==> src/rtl/vita_tx_sched_pkg.sv <==
// Shared VITA TX scheduler types: FSM state, event codes and the deframer
// sample-FIFO line layout.
package vita_tx_pkg;

  typedef enum logic [1:0] {
    ST_IDLE      = 2'd0,
    ST_WAIT_TIME = 2'd1,
    ST_RUN       = 2'd2,
    ST_DRAIN     = 2'd3
  } state_e;

  localparam logic [7:0] ERR_ACK      = 8'h01;
  localparam logic [7:0] ERR_UNDERRUN = 8'h02;
  localparam logic [7:0] ERR_SEQ      = 8'h04;
  localparam logic [7:0] ERR_LATE     = 8'h08;

  // Bit offsets within one sample-FIFO line, identical to the deframer's packing.
  localparam int unsigned OFF_TIME    = 0;
  localparam int unsigned OFF_SEQNUM  = 64;
  localparam int unsigned OFF_EOP     = 80;
  localparam int unsigned OFF_EOB     = 81;
  localparam int unsigned OFF_SOB     = 82;
  localparam int unsigned OFF_SEND_AT = 83;
  localparam int unsigned OFF_SEQ_ERR = 84;
  localparam int unsigned OFF_SAMPLES = 85;

  function automatic int unsigned fifo_width(input int unsigned maxchan);
    return 5 + 64 + 16 + 32 * maxchan;
  endfunction

endpackage

==> src/rtl/vita_tx_sched_if.sv <==
// Sample-FIFO, DSP strobe/sample and event-report signals of vita_tx_sched.
interface vita_tx_sched_if #(
    parameter int unsigned MAXCHAN = 1
);
    import vita_tx_pkg::*;

    localparam int unsigned FIFOWIDTH = fifo_width(MAXCHAN);

    logic [FIFOWIDTH-1:0]  sample_fifo_i;
    logic                  sample_fifo_src_rdy_i;
    logic                  sample_fifo_dst_rdy_o;
    logic                  strobe;
    logic [32*MAXCHAN-1:0] sample;
    logic                  run;
    logic                  err_stb;
    logic [7:0]            err_code;
    logic [3:0]            err_seqnum;
    logic [63:0]           err_time;

    modport slave (
        input  sample_fifo_i, sample_fifo_src_rdy_i, strobe,
        output sample_fifo_dst_rdy_o, sample, run,
               err_stb, err_code, err_seqnum, err_time
    );

    modport master (
        output sample_fifo_i, sample_fifo_src_rdy_i, strobe,
        input  sample_fifo_dst_rdy_o, sample, run,
               err_stb, err_code, err_seqnum, err_time
    );

endinterface

==> src/rtl/vita_tx_sched_time_cmp.sv <==
// Combinational unsigned 64-bit time compare of a against b.
module vita_time_cmp (
    input  logic [63:0] a_i,
    input  logic [63:0] b_i,
    output logic        lt_o,
    output logic        eq_o,
    output logic        gt_o
);

    assign lt_o = (a_i <  b_i);
    assign eq_o = (a_i == b_i);
    assign gt_o = (a_i >  b_i);

endmodule

==> src/rtl/vita_tx_sched.sv <==
// Timed-burst TX scheduler feeding DSP samples from the deframer FIFO.
// Define TX_SCHED_UNDERRUN_EN to report and drain on an empty-FIFO strobe.
module vita_tx_sched
    import vita_tx_pkg::*;
#(
    parameter int unsigned MAXCHAN = 1
) (
    input  logic         clk,
    input  logic         reset_n,
    input  logic         clear,
    input  logic [63:0]  vita_time,
    vita_tx_sched_if.slave bus
);

    localparam int unsigned FIFOWIDTH = 5 + 64 + 16 + 32 * MAXCHAN;
    localparam int unsigned SW        = 32 * MAXCHAN;

    logic [FIFOWIDTH-1:0] line;
    logic                 valid;
    logic [63:0]          l_time;
    logic [3:0]           l_seq;
    logic                 l_end;
    logic                 l_send_at;
    logic                 l_seq_err;
    logic [SW-1:0]        l_samples;
    logic                 unused_fields;

    assign line      = bus.sample_fifo_i;
    assign valid     = bus.sample_fifo_src_rdy_i;
    assign l_time    = line[OFF_TIME +: 64];
    assign l_seq     = line[OFF_SEQNUM +: 4];
    assign l_end     = line[OFF_EOB] & line[OFF_EOP];
    assign l_send_at = line[OFF_SEND_AT];
    assign l_seq_err = line[OFF_SEQ_ERR];
    assign l_samples = line[OFF_SAMPLES +: SW];
    // sob carries no meaning here: any line reaching IDLE starts a burst.
    assign unused_fields = ^{line[79:68], line[OFF_SOB]};

    logic t_lt, t_eq, t_gt;

    vita_time_cmp u_time_cmp (
        .a_i  (vita_time),
        .b_i  (l_time),
        .lt_o (t_lt),
        .eq_o (t_eq),
        .gt_o (t_gt)
    );

    state_e        state_q, state_d;
    logic          first_q, first_d;
    logic [3:0]    last_seq_q, last_seq_d;
    logic [SW-1:0] sample_q, sample_d;
    logic          err_stb_q;
    logic [7:0]    err_code_q;
    logic [3:0]    err_seqnum_q;
    logic [63:0]   err_time_q;

    logic          dst_rdy;
    logic          evt;
    logic [7:0]    evt_code;
    logic [3:0]    evt_seq;

    always_comb begin
        state_d    = state_q;
        first_d    = first_q;
        last_seq_d = last_seq_q;
        sample_d   = sample_q;
        dst_rdy    = 1'b0;
        evt        = 1'b0;
        evt_code   = '0;
        evt_seq    = '0;

        case (state_q)
            ST_IDLE: begin
                first_d  = 1'b1;
                sample_d = '0;
                if (valid) begin
                    if (l_seq_err) begin
                        evt      = 1'b1;
                        evt_code = ERR_SEQ;
                        evt_seq  = l_seq;
                        state_d  = ST_DRAIN;
                    end else if (l_send_at && t_gt) begin
                        evt      = 1'b1;
                        evt_code = ERR_LATE;
                        evt_seq  = l_seq;
                        state_d  = ST_DRAIN;
                    end else if (l_send_at && t_lt) begin
                        state_d  = ST_WAIT_TIME;
                    end else begin
                        state_d  = ST_RUN;
                    end
                end
            end

            ST_WAIT_TIME: begin
                sample_d = '0;
                if (valid) begin
                    if (t_eq) begin
                        state_d  = ST_RUN;
                    end else if (t_gt) begin
                        evt      = 1'b1;
                        evt_code = ERR_LATE;
                        evt_seq  = l_seq;
                        state_d  = ST_DRAIN;
                    end
                end
            end

            ST_RUN: begin
                dst_rdy = bus.strobe;
                if (bus.strobe) begin
                    if (valid) begin
                        sample_d   = l_samples;
                        last_seq_d = l_seq;
                        first_d    = 1'b0;
                        // The first line's seqnum_err was already screened in IDLE.
                        if (!first_q && l_seq_err) begin
                            evt      = 1'b1;
                            evt_code = ERR_SEQ;
                            evt_seq  = l_seq;
                            state_d  = l_end ? ST_IDLE : ST_DRAIN;
                        end else if (l_end) begin
                            evt      = 1'b1;
                            evt_code = ERR_ACK;
                            evt_seq  = l_seq;
                            state_d  = ST_IDLE;
                        end
                    end
`ifdef TX_SCHED_UNDERRUN_EN
                    else begin
                        evt      = 1'b1;
                        evt_code = ERR_UNDERRUN;
                        evt_seq  = last_seq_q;
                        state_d  = ST_DRAIN;
                    end
`else
                    else begin
                        sample_d = sample_q;
                    end
`endif
                end
            end

            ST_DRAIN: begin
                dst_rdy  = 1'b1;
                sample_d = '0;
                if (valid && l_end) begin
                    state_d = ST_IDLE;
                end
            end

            default: begin
                state_d = ST_IDLE;
            end
        endcase

        // clear overrides the pop, the event and the transition chosen above.
        if (clear) begin
            state_d  = ST_IDLE;
            first_d  = 1'b1;
            sample_d = '0;
            dst_rdy  = 1'b0;
            evt      = 1'b0;
            evt_code = '0;
            evt_seq  = '0;
        end
    end

    always_ff @(posedge clk or negedge reset_n) begin
        if (!reset_n) begin
            state_q      <= ST_IDLE;
            first_q      <= 1'b1;
            last_seq_q   <= '0;
            sample_q     <= '0;
            err_stb_q    <= 1'b0;
            err_code_q   <= '0;
            err_seqnum_q <= '0;
            err_time_q   <= '0;
        end else begin
            state_q    <= state_d;
            first_q    <= first_d;
            last_seq_q <= last_seq_d;
            sample_q   <= sample_d;
            err_stb_q  <= evt;
            if (evt) begin
                err_code_q   <= evt_code;
                err_seqnum_q <= evt_seq;
                err_time_q   <= vita_time;
            end
        end
    end

    assign bus.sample_fifo_dst_rdy_o = dst_rdy;
    assign bus.sample                = sample_q;
    assign bus.run                   = (state_q == ST_RUN);
    assign bus.err_stb               = err_stb_q;
    assign bus.err_code              = err_code_q;
    assign bus.err_seqnum            = err_seqnum_q;
    assign bus.err_time              = err_time_q;

endmodule

==> src/flat_wrapper.sv <==
// flat-port wrapper written by rule: the top's interface ports become plain ports
module vita_tx_sched_flat import vita_tx_pkg::*;
#(
    parameter int unsigned MAXCHAN = 1
)
  (clk, reset_n, clear, vita_time, bus_sample_fifo_i, bus_sample_fifo_src_rdy_i, bus_strobe, bus_sample_fifo_dst_rdy_o, bus_sample, bus_run, bus_err_stb, bus_err_code, bus_err_seqnum, bus_err_time);
  vita_tx_sched_if #(.MAXCHAN(MAXCHAN)) bus_i ();
  input  logic clk;
  input  logic reset_n;
  input  logic clear;
  input  logic [63:0] vita_time;
  input wire logic [$bits(bus_i.sample_fifo_i)-1:0] bus_sample_fifo_i;
  input wire logic [$bits(bus_i.sample_fifo_src_rdy_i)-1:0] bus_sample_fifo_src_rdy_i;
  input wire logic [$bits(bus_i.strobe)-1:0] bus_strobe;
  output wire logic [$bits(bus_i.sample_fifo_dst_rdy_o)-1:0] bus_sample_fifo_dst_rdy_o;
  output wire logic [$bits(bus_i.sample)-1:0] bus_sample;
  output wire logic [$bits(bus_i.run)-1:0] bus_run;
  output wire logic [$bits(bus_i.err_stb)-1:0] bus_err_stb;
  output wire logic [$bits(bus_i.err_code)-1:0] bus_err_code;
  output wire logic [$bits(bus_i.err_seqnum)-1:0] bus_err_seqnum;
  output wire logic [$bits(bus_i.err_time)-1:0] bus_err_time;
  assign bus_i.sample_fifo_i = bus_sample_fifo_i;
  assign bus_i.sample_fifo_src_rdy_i = bus_sample_fifo_src_rdy_i;
  assign bus_i.strobe = bus_strobe;
  assign bus_sample_fifo_dst_rdy_o = bus_i.sample_fifo_dst_rdy_o;
  assign bus_sample = bus_i.sample;
  assign bus_run = bus_i.run;
  assign bus_err_stb = bus_i.err_stb;
  assign bus_err_code = bus_i.err_code;
  assign bus_err_seqnum = bus_i.err_seqnum;
  assign bus_err_time = bus_i.err_time;
  vita_tx_sched #(.MAXCHAN(MAXCHAN)) u_core (.clk(clk), .reset_n(reset_n), .clear(clear), .vita_time(vita_time), .bus(bus_i));
endmodule
==> config.mk <==
export PLATFORM = sky130hd
export DESIGN_NAME = vita_tx_sched_flat
export DESIGN_NICKNAME = d
export VERILOG_FILES = /design/src/rtl/vita_tx_sched_pkg.sv /design/src/rtl/vita_tx_sched_if.sv /design/src/rtl/vita_tx_sched_time_cmp.sv /design/src/rtl/vita_tx_sched.sv /design/src/flat_wrapper.sv
export SDC_FILE = /design/constraint.sdc
export NUM_CORES = 1
export LEC_CHECK = 0
export ABC_CLOCK_PERIOD_IN_PS = 4100
export CORE_ASPECT_RATIO = 0.8
export CORE_UTILIZATION = 46
export DETAILED_ROUTE_END_ITERATION = 12
export GPL_ROUTABILITY_DRIVEN = 0
export PLACE_DENSITY_LB_ADDON = 0.08
export SYNTH_ARGS = -nofsm -noshare
export SYNTH_HDL_FRONTEND = slang
export SYNTH_SLANG_ARGS = --single-unit
==> constraint.sdc <==
create_clock -name clk -period 4.1 [get_ports clk]
set_input_delay 0.615 -clock clk [delete_from_list [all_inputs] [get_ports clk]]
set_output_delay 0.615 -clock clk [all_outputs]
set_load 0.03 [all_outputs]
==> run metrics, run 1 <==
status complete, no violations; number of diodes 0; Hold-fix buffers, CTS 0; peak supply drop 331 uV; final worst-path cycle share 87.0%; grt ovf 0; setup bufs post-CTS 0; largest net degree at the start of global routing 72; Worst Setup Start Kind input port; post-synthesis sequential area ratio 41.0%; Peak Freq 0.280 GHz; worst-margin pin slew around 1200 ps; final hold vios 0; Residual DRC 0; setup_tns 0 ps; PD cells around 440 mW/mm^2; first-pass GRT wire length between 30000 and 40000 um; Syn Std Cell Area 0.00654 sq mm; R2R Path End u_core.bus.err_time[22]$_DFFE_PN0P_; HPWL Detailed 14500 um; max cap viols 0; fraction of layout cells with a size suffix above 1 4.36%; Vias slightly above 6k; initial antenna violation count 0; largest cells by area after synthesis dfrtp_1 41%, ha_1 12%, a31o_1 9.4%; Max transition margin 22.0%; Pleak 4.54 nW; CTS tree done; Synth top area share roughly 41%; Synth cell types 55; Pins Over Slew Limit 0; CTS root buf clkbuf_16; Area after DPL 0.00928 sq mm; Synth async-reset ratio 100%; die area 0.0147 sq mm; number of synthesized register bits 107; vias in the first global route 6153; Main synth FF type dfrtp_1; H-tree lvl count 3; Max clock buf depth 2; CTS buffer count 9; leading area contributor after synthesis dfrtp_1; Layout Nets 1186; Req. time, crit path 4340 ps; register-to-register setup slack 1700 ps; clock sink count 107; final setup fails 0; Synth Area per Inst around 9.5 sq um; Critical Path AT 3800 ps; routed wire length 19800 um; DR WL/cell between 15 and 20 um; post-route design area 0.00958 sq mm; GRT Total Usage 26.8%; crit path time final 3570 ps; DRT Pass-1 Iters 5; CP Max Fanout 70; vias per cell approximately 5.5; worst min path class in -> async; DRT iter0 DRCs 363; Skew-Pair Late Insertion Delay 350 ps; P&R area growth vs syn 46.5%; RSZ-0062 raised after global routing false; Vert. Die Dim around 110 um; initial core utilization 47.8%; Die Wd 135 um; post-cts sizing count 0; Ys Warns 0; row cnt 38; Worst-path clk slew 70 ps; IO buf count 278; Worst Setup Path Type in -> reg; Reg-to-Reg Start u_core.state_q[1]$_DFFE_PN0P_; CORE AREA approximately 0.014 sq mm; Mapped Cells around 690; # IOs between 200 and 300; Crit. End Element flip-flop; EDFF count, synth 0; Clock Skews 8.64 ps; Antenna Nets Post-Route 0; worst reg-to-reg path cell count 7
## flip-flops by register name, indices dropped and copies added, names as in the netlist
register,cells
u_core.bus.err_code,3
u_core.bus.err_seqnum,4
u_core.bus.err_stb,1
u_core.bus.err_time,64
u_core.bus.sample,32
u_core.first_q,1
u_core.state_q,2
## layout make-up
class / count / area, sq um
multi-input combinational: 462 / 3270
clock buffer: 9 / 225
fill: 1024 / 4110
tap: 180 / 225
sequential: 107 / 2680
clock inverter: 7 / 75.1
timing repair buffer: 284 / 2840
inverter: 72 / 270
## routing by layer
metal,vias to the layer above,part of all wire [%],track usage [%]
li1,2929,-,-
met1,2948,41,31.9
met2,257,49,47.0
met3,20,8.5,8.09
met4,0,1.3,7.14
met5,-,0,0
## metrics by stage
| step | power (W) | instances | setup WS, ps | util [%] | hold slack [ps] |
|---|---|---|---|---|---|
| finish | 0.00420 | 1121 | 532 | 70.0 | 282 |
| global route | 0.00440 | 1121 | 441 | 70.0 | 362 |
| CTS | 0.00424 | 1121 | 581 | 70.0 | 325 |
| detailed placement | 0.00334 | 1105 | 218 | 67.8 | 489 |
| global placement | 0.00330 | 1105 | 294 | 67.8 | 481 |
| floorplan | 0.00249 | 689 | 1120 | - | 319 |
## how the worst max path moves through the flow
stage / depth (start not counted) / endpoint / slack, ps / start
2_1_floorplan: 11 / u_core.bus.err_seqnum[0]$_DFFE_PN0P_ / 1120 / bus_sample_fifo_i[23]
3_3_place_gp: 10 / u_core.bus.err_time[16]$_DFFE_PN0P_ / 290 / bus_sample_fifo_i[30]
4_1_cts: 10 / u_core.bus.err_time[28]$_DFFE_PN0P_ / 580 / bus_sample_fifo_i[30]
5_1_grt: 10 / u_core.bus.err_time[28]$_DFFE_PN0P_ / 440 / bus_sample_fifo_i[30]
3_5_place_dp: 10 / u_core.bus.err_time[27]$_DFFE_PN0P_ / 220 / bus_sample_fifo_i[30]
6_report: 10 / u_core.bus.err_time[22]$_DFFE_PN0P_ / 530 / bus_sample_fifo_i[30]
## cells in the final DEF (no fill, tap or decap), drive strengths merged, types with 4 or more instances in the layout
cell and count:
a211oi 5, a21o 7, a21oi 62, a31o 70
and3 69, buf 7, clkbuf 9, clkdlybuf4s50 277
conb 5, dfrtp 106, ha 64, inv 74
nand2 90, nand3 6, nand4 14, nor2 14
nor3 4, nor4 4, o21ai 13
## kinds of logic (layout without fill, tap and decap cells)
| logic type | Yosys count | count (layout) | synth area share [%] |
|---|---|---|---|
| AOI/OAI and AO/OA | 176 | 176 | 19.2 |
| adders and majority gates | 64 | 64 | 12.2 |
| buffers and inverters | 120 | 372 | 9.36 |
| DFF | 107 | 107 | 41.0 |
| muxes | 1 | 1 | 0.153 |
| other | 1 | 5 | 0.0573 |
| and+or+nand+nor | 216 | 216 | 18.0 |
## power by group
group          internal (W)  switching (W)
clock network      0.000478       0.000403
logic              0.000842        0.00101
registers           0.00131       0.000158
total               0.00264        0.00157
## worst max-delay path: stages
cell,delay [ps]
clkdlybuf4s50_1,470
inv_1,50
ha_1,320
nand4_2,180
or4_4,590
nor4_4,340
a41oi_2,240
a21o_4,490
and3_1,300
a31o_1,180
## cell usage after synthesis, types with 3 or more instances
library cell	number
a211oi_1	5
a21o_1	6
a21oi_1	62
a31o_1	70
and3_1	68
buf_2	3
buf_4	10
buf_6	9
buf_8	3
clkbuf_1	20
dfrtp_1	106
ha_1	64
inv_1	71
nand2_1	90
nand3_1	6
nand4_1	11
nor2_1	14
nor2b_1	3
nor3_1	4
nor4_4	3
o211ai_1	3
o21ai_0	10
Note: power is estimated with default switching activity, not from simulation.
==> run 2, diff against run 1 <==
PLACE_DENSITY = 0.95   (was default)
PLACE_DENSITY_LB_ADDON = default   (was 0.08)
==> run metrics, run 2 (synthesis gave the netlist of run 1 again) <==
Largest register FFs 64; Peak Freq 0.288 GHz; die area 0.0147 sq mm; grt ovf 0; Die Wd 135 um; sw power 0.00161 W; clock sink count around 110; CTS root buf clkbuf_16; CORE AREA ~0.014 sq mm; Clock Skews around 9.6 ps; CTS buffer count 9; Reg-to-Reg Start u_core.state_q[1]$_DFFE_PN0P_; # fillers 978; Max clock buf depth 2; CP Max Fanout 70; status complete, no violations; worst min path class in -> async; Layout Nets between 1k and 1.5k; DR WL/cell 18.0 um; internal cell power 0.00260 W; H-tree lvl count 3; most common cell after layout, fill and taps aside clkdlybuf4s50_1; DRT Pass-1 Iters 5; initial antenna violation count 0; setup bufs post-CTS 0; number of diodes 0; RSZ-0062 raised after global routing false; clock power share 20.8%; CTS tree done; setup_tns 0 ps; post-cts sizing count 0; largest net degree at the start of global routing 72; Comb pwr share 44.1%; peak supply drop 365 uV; Max transition margin 19.5%; # IOs 297; Worst-path clk slew 70 ps; final setup fails 0; initial core utilization 47.8%; Vias 6185; Pins Over Slew Limit 0; vias per cell between 5 and 6; Pleak 4.55 nW; GRT Total Usage 27.8%; IO buf count 278; Antenna Nets Post-Route 0; final hold vios 0; Critical Path AT 3710 ps; Skew-Pair Late Insertion Delay ~350 ps; dpl cells 1106; vias in the first global route 6357; fraction of layout cells with a size suffix above 1 4.46%; Switching Share 38.3%; first-pass GRT wire length 31500 um; crit path launch bus_sample_fifo_i[29]; Vert. Die Dim approximately 110 um; worst-margin pin slew roughly 1200 ps; Worst Setup Path Type in -> reg; final worst-path cycle share 84.8%; PD cells around 440 mW/mm^2; P&R area growth vs syn 47.1%; Crit. End Element flip-flop; max cap viols 0; Final Non-Filler Cells 1122; Seq pwr share 35.0%; row cnt 38; Req. time, crit path 4330 ps; crit path time final 3480 ps; Hold-fix buffers, CTS 0; Worst Setup Start Kind input port; DRT iter0 DRCs between 300 and 400; routed wire length approximately 20000 um; most frequent cells in the layout 277 x clkdlybuf4s50_1, 106 x dfrtp_1, 90 x nand2_1; Residual DRC 0; register-to-register setup slack about 1800 ps; HPWL Detailed between 15000 and 20000 um
-- run 2: changes by cell type in the layout (fill, tap and decap cells not counted) --
cell        change
clkinv_8        +3
inv_6           +1
clkinvlp_4      -1
buf_12          +2
buf_4           -1
inv_8           -1
clkinv_2        -2
bufinv_16       -1
clkinv_4        +1
-- run 2: path summary, 6_finish.rpt --
| check | endpoint | cells after the start |
|---|---|---|
| min in group clk | u_core.bus.err_time[6]$_DFFE_PN0P_ | 1 |
| min reg2reg | u_core.bus.err_time[6]$_DFFE_PN0P_ | 1 |
| max reg2reg | u_core.bus.err_time[38]$_DFFE_PN0P_ | 8 |
| max in group asynchronous | u_core.bus.sample[11]$_DFFE_PN0P_ | 2 |
| max | u_core.bus.err_time[38]$_DFFE_PN0P_ | 10 |
| min | u_core.bus.err_time[17]$_DFFE_PN0P_ | 1 |
-- run 2: metal layers --
layer	track usage, %	part of all wire, %	up-vias
met5	0	0	-
met4	9.31	2.7	0
met3	7.21	8.0	40
met2	48.8	49	264
met1	33.2	40	2954
li1	-	-	2927
-- run 2: area by class of cell --
class	count	area, sq um	share of cell area, %
Clock inverter	7	82.6	0.858
Tap cell	180	225	2.34
Multi-Input combinational cell	462	3270	34.0
Inverter	72	270	2.81
Clock buffer	9	225	2.34
Timing Repair Buffer	285	2870	29.8
Sequential cell	107	2680	27.8
-- run 2: stage by stage --
stage	total power, W	utilization [%]	area (sq um)	worst slack [ps]	hold WS (ps)
floorplan	0.00249	-	6560	1120	319
global placement	0.00331	68.0	9310	276	481
detailed placement	0.00336	68.0	9310	265	488
finish	0.00421	70.2	9620	623	273
CTS	0.00425	70.2	9620	630	289
global route	0.00442	70.2	9620	500	317
-- run 2: power by group through the flow --
stage	clock network, W	logic [W]	registers, W
3_3_place_gp	0	0.00183	0.00148
2_1_floorplan	0	0.000507	0.00198
6_report	0.000877	0.00186	0.00148
4_1_cts	0.000905	0.00187	0.00148
5_1_grt	0.000936	0.00197	0.00151
3_5_place_dp	0	0.00187	0.00149
-- run 2: critical path: stages --
cell and delay (ps):
clkdlybuf4s50_1 470, inv_1 50, ha_1 300, nand4_2 170
or4_4 600, nor4_4 310, a41oi_2 220, a21o_4 470
and3_1 290, a31o_1 190
